### src/rtl/fu_sequencer.sv
// Multi-pass function-unit sequencer: IDLE accepts an op, EXEC drives the external FU,
// DONE pulses completion. Multi-pass with opb feedback is enabled by FU_SEQ_ITER_EN.
module fu_sequencer (
   input  logic        clk,
   input  logic        rst,
   input  logic        req,
   output logic        ready,
   input  logic [3:0]  op,
   input  logic [15:0] opa,
   input  logic [15:0] opb,
   input  logic [3:0]  count,
   output logic [3:0]  fu_fs,
   output logic [15:0] fu_opa,
   output logic [15:0] fu_opb,
   input  logic [15:0] fu_result,
   input  logic        fu_v,
   input  logic        fu_c,
   input  logic        fu_n,
   input  logic        fu_z,
   output logic [15:0] result,
   output logic        v,
   output logic        c,
   output logic        n,
   output logic        z,
   output logic        done,
   output logic        err
);

   localparam int unsigned DATA_W = 16;
   localparam int unsigned OP_W   = 4;
   localparam int unsigned CNT_W  = 4;
   localparam logic [OP_W-1:0] OP_LAST_LEGAL = OP_W'(12);
   localparam logic [OP_W-1:0] FS_IDLE       = OP_W'(15);

   typedef enum logic [1:0] {
      S_IDLE = 2'd0,
      S_EXEC = 2'd1,
      S_DONE = 2'd2
   } state_t;

   state_t              state_q, state_d;
   logic [OP_W-1:0]     op_q, op_d;
   logic [DATA_W-1:0]   opa_q, opa_d;
   logic [DATA_W-1:0]   opb_q, opb_d;
   logic [CNT_W-1:0]    pass_q, pass_d;
   logic [DATA_W-1:0]   result_q, result_d;
   logic [3:0]          vcnz_q, vcnz_d;
   logic                done_q, done_d;
   logic                err_q, err_d;
   logic                ready_q, ready_d;
   logic [OP_W-1:0]     fu_fs_q, fu_fs_d;
   logic [DATA_W-1:0]   fu_opa_q, fu_opa_d;
   logic [DATA_W-1:0]   fu_opb_q, fu_opb_d;
   logic [CNT_W-1:0]    passes_c;

`ifdef FU_SEQ_ITER_EN
   assign passes_c = (count == CNT_W'(0)) ? CNT_W'(1) : count;
`else
   logic count_unused;
   assign count_unused = ^count;
   assign passes_c     = CNT_W'(1);
`endif

   // Next-state and datapath; FU drive is registered from the next state.
   always_comb begin
      state_d  = state_q;
      op_d     = op_q;
      opa_d    = opa_q;
      opb_d    = opb_q;
      pass_d   = pass_q;
      result_d = result_q;
      vcnz_d   = vcnz_q;
      err_d    = err_q;
      done_d   = 1'b0;

      case (state_q)
         S_IDLE: begin
            if (req) begin
               op_d     = op;
               opa_d    = opa;
               opb_d    = opb;
               pass_d   = passes_c;
               result_d = '0;
               vcnz_d   = '0;
               if (op > OP_LAST_LEGAL) begin
                  err_d   = 1'b1;
                  done_d  = 1'b1;
                  state_d = S_DONE;
               end else begin
                  err_d   = 1'b0;
                  state_d = S_EXEC;
               end
            end
         end
         S_EXEC: begin
            pass_d = (pass_q != CNT_W'(0)) ? pass_q - CNT_W'(1) : CNT_W'(0);
            if (pass_q <= CNT_W'(1)) begin
               result_d = fu_result;
               vcnz_d   = {fu_v, fu_c, fu_n, fu_z};
               done_d   = 1'b1;
               state_d  = S_DONE;
            end
`ifdef FU_SEQ_ITER_EN
            else begin
               opb_d = fu_result;
            end
`endif
         end
         S_DONE:  state_d = S_IDLE;
         default: state_d = S_IDLE;
      endcase

      ready_d  = (state_d == S_IDLE);
      fu_fs_d  = (state_d == S_EXEC) ? op_d  : FS_IDLE;
      fu_opa_d = (state_d == S_EXEC) ? opa_d : '0;
      fu_opb_d = (state_d == S_EXEC) ? opb_d : '0;
   end

   always_ff @(posedge clk) begin
      if (rst) begin
         state_q  <= S_IDLE;
         op_q     <= '0;
         opa_q    <= '0;
         opb_q    <= '0;
         pass_q   <= '0;
         result_q <= '0;
         vcnz_q   <= '0;
         done_q   <= 1'b0;
         err_q    <= 1'b0;
         ready_q  <= 1'b1;
         fu_fs_q  <= FS_IDLE;
         fu_opa_q <= '0;
         fu_opb_q <= '0;
      end else begin
         state_q  <= state_d;
         op_q     <= op_d;
         opa_q    <= opa_d;
         opb_q    <= opb_d;
         pass_q   <= pass_d;
         result_q <= result_d;
         vcnz_q   <= vcnz_d;
         done_q   <= done_d;
         err_q    <= err_d;
         ready_q  <= ready_d;
         fu_fs_q  <= fu_fs_d;
         fu_opa_q <= fu_opa_d;
         fu_opb_q <= fu_opb_d;
      end
   end

   assign ready  = ready_q;
   assign fu_fs  = fu_fs_q;
   assign fu_opa = fu_opa_q;
   assign fu_opb = fu_opb_q;
   assign result = result_q;
   assign {v, c, n, z} = vcnz_q;
   assign done   = done_q;
   assign err    = err_q;

endmodule

### config.mk
export PLATFORM = sky130hd
export DESIGN_NAME = fu_sequencer
export DESIGN_NICKNAME = d
export VERILOG_FILES = /design/src/rtl/fu_sequencer.sv
export SDC_FILE = /design/constraint.sdc
export NUM_CORES = 1
export LEC_CHECK = 0
export BUFFER_PORTS_ARGS = -buffer_cell sky130_fd_sc_hd__buf_2
export CORE_ASPECT_RATIO = 1.1
export CORE_MARGIN = 3
export CORE_UTILIZATION = 51
export CTS_BUF_LIST = sky130_fd_sc_hd__clkbuf_4 sky130_fd_sc_hd__clkbuf_8
export DETAILED_ROUTE_END_ITERATION = 6
export PLACE_DENSITY = 0.88
export SYNTH_ARGS = -nofsm -noshare
export SYNTH_HDL_FRONTEND = slang
export SYNTH_SLANG_ARGS = --single-unit
export TNS_END_PERCENT = 50
### constraint.sdc
create_clock -name clk -period 1.9 [get_ports clk]
set_input_delay 0.285 -clock clk [delete_from_list [all_inputs] [get_ports clk]]
set_output_delay 0.285 -clock clk [all_outputs]
set_load 0.01 [all_outputs]
==> flow_summary.toml, run 1 <==
[logic_synthesis]
synth_fp_nets = 393
synth_top_family_by_area = "compound AO/OA/AOI/OAI gates"
yosys_register_bits = 101
synth-edff-count = 0
syn_area_um2 = 3390
synthArstFlopShare_pct = 0
yosysTopAreaCell = "dfxtp_1"
seq_area_frac_synth_pct = 59.7
yosys-top-cells-area = "dfxtp_1 (60%), a22o_1 (13%), nand2_1 (8.3%)"
synth_ff_type = "dfxtp_1"
yosysMostFrequentCell = "dfxtp_1"
synthesis.instances = 330
synth_compound_area_share_pct = 22.6
synth.avg_cell_area_um2 = 10.3
synth_top_cell_area_share_pct = 59.7
synth_fa_ha_area_share_pct = 0
synth_warnings = 0
synth.area.mux_share_pct = 0
synth_common_cells = "dfxtp_1 (101), nand2_1 (75), a22o_1 (50)"
synth-xor-area-share_pct = 0
synth.distinct_cells = 35
synthSimpleGateAreaFrac_pct = 12.5

[finish]
drive_gt1_share_pct = 33.5
fill_cells = 521
syn_to_final_growth_pct = 24.4
n_antenna_cell = 0
nNetsFinal = 504
multi_input_area_um2 = 1200
seqCellArea_um2 = 2020

[route]
first_iter_violations = 201
vias = 2802
wl_um = 7590
drc = 0
dr.pass1.iters = 4
drt.antenna.violating_nets = 0
wire_per_inst_um = 14.5
viasPerCell = 5.34

[global_routing]
grt_util_met2_pct = 34.8
grt_antenna_before_repair = 0
grt_max_degree = 33
grt_pass1_wl_um = 12200
grt_overflow = 0
grt_use_met3_pct = 4.81
met1_usage_pct = 22.1
grtUsageTotal_pct = 19.5
grt_pass1_vias = 2664
busiest_layer = "met2"

[sta]
worst_slew_pin_slew_ps = 479
period_minus_slack_ps = 1610
rsz0062_at_grt = "no"
drv_slew = 0
fin_worst_skew_ps = 12.9
worst_slack_ps = 286
hold_viol = 0
tns_ps = 0
setup_viol = 0
post-route-period-util_pct = 85.0
max_freq_mhz = 620
relSlewSlack_pct = 67.6

[floorplan]
start_util_pct = 53.8
rows = 30
num_io_pins = 122
design.core.area_um2 = 6310
fp.dieW_um = 83.7
die_h_um = 91.5
die_area_um2 = 7660

[min_path]
hp-start = "fu_result[6]"
hp-class = "in -> reg"
hold_end = "result[6]"
hold_depth = 2

[status]
run_status = "complete, no violations"

[critical_path]
critPathMaxFanout = 20
r2r_end = "vcnz_q[0]"
critPathLaunchType = "flip-flop"
worstPathRequired_ps = 2140
crit_path_end_kind = "flip-flop"
cp.arrival_ps = 1860
r2r_setup_slack_ps = 290
critical-path-max-stage-delay_ps = 500
timing.rr.start = "state_q[0]"
r2r_cells = 4
worstSetupPathType = "reg -> reg"
cp_slowest_cell = "dfxtp_1"
worstPathCellList = "nor4b_1, o31ai_2, buf_4, a22o_1"

[clock_tree]
cts_max_level = 3
post_cts_resized = 0
clk_pin_slew_ps = 90
ctsRootBufferMaster = "clkbuf_8"
cts_buffers = 9
holdBufCountCts = 0
clockBufferDepth = 2
numClockSinks = 101
clkLatencyLatePin_ps = 350
cts_tree = "built"
postCtsSetupRepairBufs = 0

[pwr]
powerDensity_nw_per_um2 = 981
ir_drop_mv = 0.579
leakagePower_nw = 1.92

[job]
maxCapViolations = 0

[placement]
io_buffers = 117
place_congestion = 0.855
place_ws_ps = 302
hpwlAfterDp_um = 5190
[metrics by stage]
step | util, % | cell area, um2 | hold slack [ps] | cells | total power, mW
2_1_floorplan | - | 3390 | 396 | 330 | 2.56
3_3_place_gp | 63.5 | 4000 | 441 | 510 | 2.73
3_5_place_dp | 63.5 | 4000 | 446 | 510 | 2.75
4_1_cts | 66.9 | 4220 | 128 | 525 | 4.17
5_1_grt | 66.9 | 4220 | 119 | 525 | 4.32
6_report | 66.9 | 4220 | 141 | 525 | 4.14
[cells in the final DEF (no fill, tap or decap), types with 3 or more instances in the layout]
cell type,n
buf_2,117
dfxtp_1,101
nand2_1,75
a22o_1,50
a21oi_1,41
clkbuf_8,9
buf_4,9
nor3_1,3
[cell type report]
cell class / instances / share of cell area [%]
inverter: 1 / 0.0890
multi-input combinational: 201 / 28.5
clock inverter: 5 / 1.99
sequential: 101 / 48.0
clock buffer: 10 / 3.12
tap: 80 / 2.37
timing repair buffer: 127 / 16.0
[per-layer routing]
layer / vias to the layer above / part of all wire [%]
li1: 1384 / -
met1: 1307 / 40
met2: 103 / 52
met3: 8 / 6.9
met4: 0 / 1.1
met5: - / 0
[critical path, delay by kind of cell (launching register included)]
kind	cells	cell delay, ps
flops	1	500
simple gates	1	460
compound gates	2	360
buf+inv	1	210
[where the power goes]
part / leakage [nW] / internal, mW / total (mW) / switching [mW]
combinational: 0.997 / 0.186 / 0.423 / 0.237
sequential: 0.826 / 2.22 / 2.28 / 0.0512
clock: 0.102 / 0.754 / 1.44 / 0.682
[registers in the layout (all words and copies together), names as in the netlist]
| register | cells |
|---|---|
| fu_opa | 16 |
| fu_opb | 16 |
| opa_q | 16 |
| opb_q | 16 |
| result | 16 |
| fu_fs | 4 |
| op_q | 4 |
| pass_q | 4 |
| vcnz_q | 4 |
| state_q | 2 |
| done | 1 |
| err | 1 |
| ready | 1 |
[cell families (layout without fill, tap and decap cells)]
kind of cell	Yosys count	count (layout)
buffers and inverters	28	143
AO/OA/AOI/OAI	105	105
AND/OR/NAND/NOR	96	96
flip-flops	101	101
[worst max path at each step]
stage                from          to
6_report       state_q[0]   vcnz_q[0]
3_5_place_dp   state_q[0]  result[13]
4_1_cts        state_q[0]  result[13]
2_1_floorplan   pass_q[1]   fu_opa[0]
3_3_place_gp   state_q[0]   result[0]
5_1_grt        state_q[0]  result[10]
Note: power is estimated with default switching activity, not from simulation.
==> run 2, diff against run 1 <==
--- a/config.mk
+++ b/config.mk
@@ -8,10 +8,10 @@
 export BUFFER_PORTS_ARGS = -buffer_cell sky130_fd_sc_hd__buf_2
 export CORE_ASPECT_RATIO = 1.1
 export CORE_MARGIN = 3
-export CORE_UTILIZATION = 51
+export CORE_UTILIZATION = 46
 export CTS_BUF_LIST = sky130_fd_sc_hd__clkbuf_4 sky130_fd_sc_hd__clkbuf_8
 export DETAILED_ROUTE_END_ITERATION = 6
-export PLACE_DENSITY = 0.88
+export PLACE_DENSITY = 0.84
 export SYNTH_ARGS = -nofsm -noshare
 export SYNTH_HDL_FRONTEND = slang
 export SYNTH_SLANG_ARGS = --single-unit
==> constraint.sdc (replaced) <==
create_clock -name clk -period 1.3 [get_ports clk]
set_input_delay 0.195 -clock clk [delete_from_list [all_inputs] [get_ports clk]]
set_output_delay 0.195 -clock clk [all_outputs]
set_load 0.01 [all_outputs]
==> run 2 against run 1 <==
Effect of this change:
- the run now ends with setup timing left
- final cell count up 4.0%
- critical path depth up 1
- highest routed layer is now met5
- design area up 8.0%
- critical endpoint is now result[1]
- routed wire length up 10%
- total power up 43%
==> flow_summary.toml, run 2 (synthesis gave the netlist of run 1 again) <==
[sta]
setup_viol = 92
worst_slack_ps = -89.1
fin_worst_skew_ps = 10.6
max_freq_mhz = 720
relSlewSlack_pct = 75.5
drv_slew = 0
post-route-period-util_pct = 107
period_minus_slack_ps = 1390
worst_slew_pin_slew_ps = 363
rsz0062_at_grt = "yes"
timing.hold.ws_ps = 51.1
hold_viol = 0

[clock_tree]
clk_pin_slew_ps = 90
cts_max_level = 3
cts_buffers = 9
clockBufferDepth = 2
cts_tree = "built"
ctsRootBufferMaster = "clkbuf_8"
numClockSinks = 101
clkLatencyLatePin_ps = 350
holdBufCountCts = 0

[placement]
place_area_um2 = 4120
io_buffers = 117
dp_cells = 526
hpwlAfterDp_um = 5280
place_congestion = 0.767

[global_routing]
grt_overflow = 0
grt_antenna_before_repair = 1
grt_max_degree = 33
grt_pass1_vias = 2799
grt_pass1_wl_um = 12600
grtUsageTotal_pct = 19.1

[critical_path]
cp-endpoint = "result[1]"
crit_buf_inv = 2
timing.rr.start = "pass_q[1]"
cp_slowest_cell = "or3_4"
r2r_end = "result[1]"
r2r_cells = 5
r2r_setup_slack_ps = -90
worstPathRequired_ps = 1600
worstPathCellList = "buf_6, or3_4, nor3_4, buf_12, a22o_1"
worstSetupPathType = "reg -> reg"
cp.arrival_ps = 1690
critical-path-max-stage-delay_ps = 370
path_delay_family = "simple AND/OR/NAND/NOR gates"
crit_path_end_kind = "flip-flop"
crit_cells = 5
crit_path_start = "pass_q[1]"
critPathLaunchType = "flip-flop"
critPathMaxFanout = 20

[finish]
final_cell_mix = "buf_2 (117), dfxtp_1 (97), nand2_1 (53), a22o_1 (50), a21oi_1 (32)"
fill_cells = 574
syn_to_final_growth_pct = 34.3
n_antenna_cell = 0
final_common_cell = "buf_2"
final_cells = 546
drive_gt1_share_pct = 44.7
nNetsFinal = 519
design_area_um2 = 4550

[route]
dr.pass1.iters = 4
wire_per_inst_um = 15.3
viasPerCell = 5.36
first_iter_violations = 96
wl_um = 8350
drc = 0
drt.antenna.violating_nets = 0
vias = 2924

[floorplan]
die_area_um2 = 8440
rows = 32
die_h_um = 96.0
design.core.area_um2 = 7090
fp.dieW_um = 87.8
start_util_pct = 47.8
num_io_pins = 122

[pwr]
leakagePower_nw = 2.05
ir_drop_mv = 0.816
powerDensity_nw_per_um2 = 1300
total_power_mw = 5.92

[min_path]
hp-class = "in -> reg"

[status]
run_status = "finished, violations left"
violations = "setup timing"

[job]
maxCapViolations = 0
## run 2: cell count changes in the layout (fill, tap and decap cells not counted), sizes merged
cell,before,now
buf,127,140
clkinv,0,2
inv,2,4
and3,2,3
bufinv,2,0
## run 2: routing by layer
metal	vias to the layer above	part of all wire (%)	global-route usage, %
met5	-	0.12	0
met4	2	0.99	6.39
met3	14	5.6	5.74
met2	104	51	31.8
met1	1381	43	23.4
li1	1423	-	-
## run 2: area by class of cell
class,count,area (um2),area share [%]
repair buffers,141,876,19.2
clock buffers,9,124,2.72
clock inverters,7,57.6,1.26
inverters,1,3.75,0.0824
flip-flops and latches,101,2030,44.5
well taps,85,106,2.34
multi-input cells,202,1360,29.8
## run 2: power breakdown
part           switching (mW)  internal [mW]  total [mW]
registers              0.0834           3.25        3.34
clock network            1.09          0.723        1.81
logic                   0.406          0.370       0.776
total                    1.58           4.34        5.92
## run 2: through the flow
| step | util, % | TNS [ps] | setup WS (ps) |
|---|---|---|---|
| 6_report | 64.2 | -5210 | -89.1 |
| 5_1_grt | 64.2 | -9100 | -150 |
| 4_1_cts | 62.3 | -4850 | -107 |
| 3_5_place_dp | 58.2 | -8100 | -118 |
| 3_3_place_gp | 58.2 | -6060 | -105 |
| 2_1_floorplan | - | -4700 | -78.9 |
## run 2: timing repair
action,4_1_cts,5_1_grt
gates resized for setup,22,35
cloned,2,1
setup endpoints to repair,96,97
pin swaps,19,13
setup buffers,1,0
## run 2: how the worst min path moves through the flow
stage	depth (start not counted)	end	slack [ps]	startpoint
2_1_floorplan	1	ready	310	req
3_3_place_gp	2	result[10]	400	fu_result[10]
3_5_place_dp	2	result[14]	410	fu_result[14]
4_1_cts	2	result[13]	40	fu_result[13]
5_1_grt	2	result[15]	30	fu_result[15]
6_report	2	result[13]	50	fu_result[13]
==> run 3, diff against run 2 <==
--- a/config.mk
+++ b/config.mk
@@ -6,12 +6,14 @@
 export NUM_CORES = 1
 export LEC_CHECK = 0
 export BUFFER_PORTS_ARGS = -buffer_cell sky130_fd_sc_hd__buf_2
+export CELL_PAD_IN_SITES_DETAIL_PLACEMENT = 1
+export CELL_PAD_IN_SITES_GLOBAL_PLACEMENT = 1
 export CORE_ASPECT_RATIO = 1.1
 export CORE_MARGIN = 3
-export CORE_UTILIZATION = 46
+export CORE_UTILIZATION = 34
 export CTS_BUF_LIST = sky130_fd_sc_hd__clkbuf_4 sky130_fd_sc_hd__clkbuf_8
 export DETAILED_ROUTE_END_ITERATION = 6
-export PLACE_DENSITY = 0.84
+export PLACE_DENSITY = 0.83
 export SYNTH_ARGS = -nofsm -noshare
 export SYNTH_HDL_FRONTEND = slang
 export SYNTH_SLANG_ARGS = --single-unit
==> run 3 against run 2 <==
Effect of this change:
- design area rose by 5.9%
- routed wire length rose by 35%
- highest routed layer is now met4
- setup slack got worse by 81 ps
- the flow still finishes with violations (setup timing)
- register-to-register slack got worse by 80 ps
- non-clock buffer count rose by 4
- critical path depth did not move
- core utilization fell by 14 points
- total power rose by 11%
- clock power rose by 28%
- clock skew fell by 3.1 ps
- combinational power rose by 15%
==> flow_summary.toml, run 3 (synthesis gave the netlist of run 1 again) <==
[global_routing]
grt_pass1_vias = 3174
grtUsageTotal_pct = 18.8
grt_overflow = 0
grt_pass1_wl_um = 16400
grt_max_degree = 40
grt_antenna_before_repair = 0

[pwr]
ir_drop_mv = 0.516
p_sw_share_pct = 25.1
p_int_mw = 4.91
seq_power_share_pct = 51.0
power_switching_mw = 1.65
leakagePower_nw = 2.15
power_frac_comb_pct = 13.6
pwr-share-clk_pct = 35.4
powerDensity_nw_per_um2 = 1360

[sta]
fin_worst_skew_ps = 7.53
worst_slack_ps = -170
relSlewSlack_pct = 71.4
max_freq_mhz = 680
setup_viol = 97
period_minus_slack_ps = 1470
worst_slew_pin_slew_ps = 424
rsz0062_at_grt = "yes"
timing.hold.ws_ps = 31.9
drv_slew = 0
post-route-period-util_pct = 113
hold_viol = 0

[clock_tree]
clockBufferDepth = 2
ctsRootBufferMaster = "clkbuf_8"
cts_max_level = 3
cts_tree = "built"
clk_pin_slew_ps = 90
cts_buffers = 9
numClockSinks = 101
clkLatencyLatePin_ps = 370

[job]
maxCapViolations = 0

[floorplan]
die_area_um2 = 11200
num_io_pins = 122
fp.dieW_um = 101
die_h_um = 111
design.core.area_um2 = 9540
start_util_pct = 35.5
rows = 37

[critical_path]
cp.arrival_ps = 1780
worstSetupPathType = "reg -> reg"
r2r_setup_slack_ps = -170
worstPathRequired_ps = 1610
crit_path_end_kind = "flip-flop"
critPathLaunchType = "flip-flop"
critPathMaxFanout = 20

[placement]
io_buffers = 117
place_ws_ps = -777
place_congestion = 0.758
hpwlAfterDp_um = 6450

[finish]
drive_gt1_share_pct = 45.6
nNetsFinal = 525
final_common_cell = "buf_2"
fill_cells = 1067
final_util_pct = 50.6
syn_to_final_growth_pct = 42.3
final_cell_mix = "buf_2 (117), dfxtp_1 (97), nand2_1 (56), a22o_1 (50), a21oi_1 (33)"
n_antenna_cell = 0

[route]
drc = 0
first_iter_violations = 79
viasPerCell = 5.24
wire_per_inst_um = 19.3
wl_um = 11300
dr.pass1.iters = 4
drt.antenna.violating_nets = 0
vias = 3063

[status]
violations = "setup timing"
run_status = "finished, violations left"

[min_path]
hp-class = "in -> reg"
==> run 3: power by group through the flow <==
stage	clock network (mW)	registers, mW	logic, mW
2_1_floorplan	0	3.42	0.329
3_3_place_gp	0	3.39	0.642
3_5_place_dp	0	3.40	0.666
4_1_cts	2.34	3.33	0.766
5_1_grt	2.48	3.36	0.968
6_report	2.32	3.35	0.896
==> run 3: worst paths after layout <==
check	from	to	depth (start not counted)
worst max-delay path	pass_q[1]	result[10]	5
worst min-delay path	fu_result[15]	result[15]	2
worst max register to register	pass_q[1]	result[10]	5
worst min register to register	opa_q[7]	opa_q[7]	2
==> run 3: timing repair <==
action	CTS	global route
hold buffers	0	0
endpoints found under the hold margin	0	0
resized for setup	26	39
cloned	4	4
buffers inserted	6	2
pin swaps	5	23
setup endpoints to repair	97	98
==> run 3: through the flow <==
stage	TNS [ps]	cells	area (um2)	total power, mW
6_report	-11760	584	4820	6.56
3_5_place_dp	-25490	552	4120	4.07
4_1_cts	-6870	578	4560	6.44
3_3_place_gp	-22900	552	4120	4.03
5_1_grt	-14410	584	4820	6.82
2_1_floorplan	-4700	330	3410	3.75
==> run 3: per-layer routing <==
layer	wire length (um)	track usage, %	vias up
met1	4590	22.2	1517
met5	0	0	-
met4	299	7.98	0
li1	-	-	1442
met2	5990	32.9	81
met3	395	2.96	23
==> run 3: worst max-delay path, cell delays in order (launching register included) <==
cell and delay (ps):
dfxtp_2 350, buf_6 120, or3_4 400, nor3_4 220
buf_12 180, a22o_1 150
==> run 3: layout make-up <==
class                   instances  area [um2]  area share [%]
inverters                       1        3.75          0.0778
flip-flops and latches        101        2030            42.1
multi-input cells             204        1420            29.5
clock inverters                 3        67.6            1.40
repair buffers                145         985            20.4
clock buffers                  13         166            3.45
well taps                     117         146            3.04
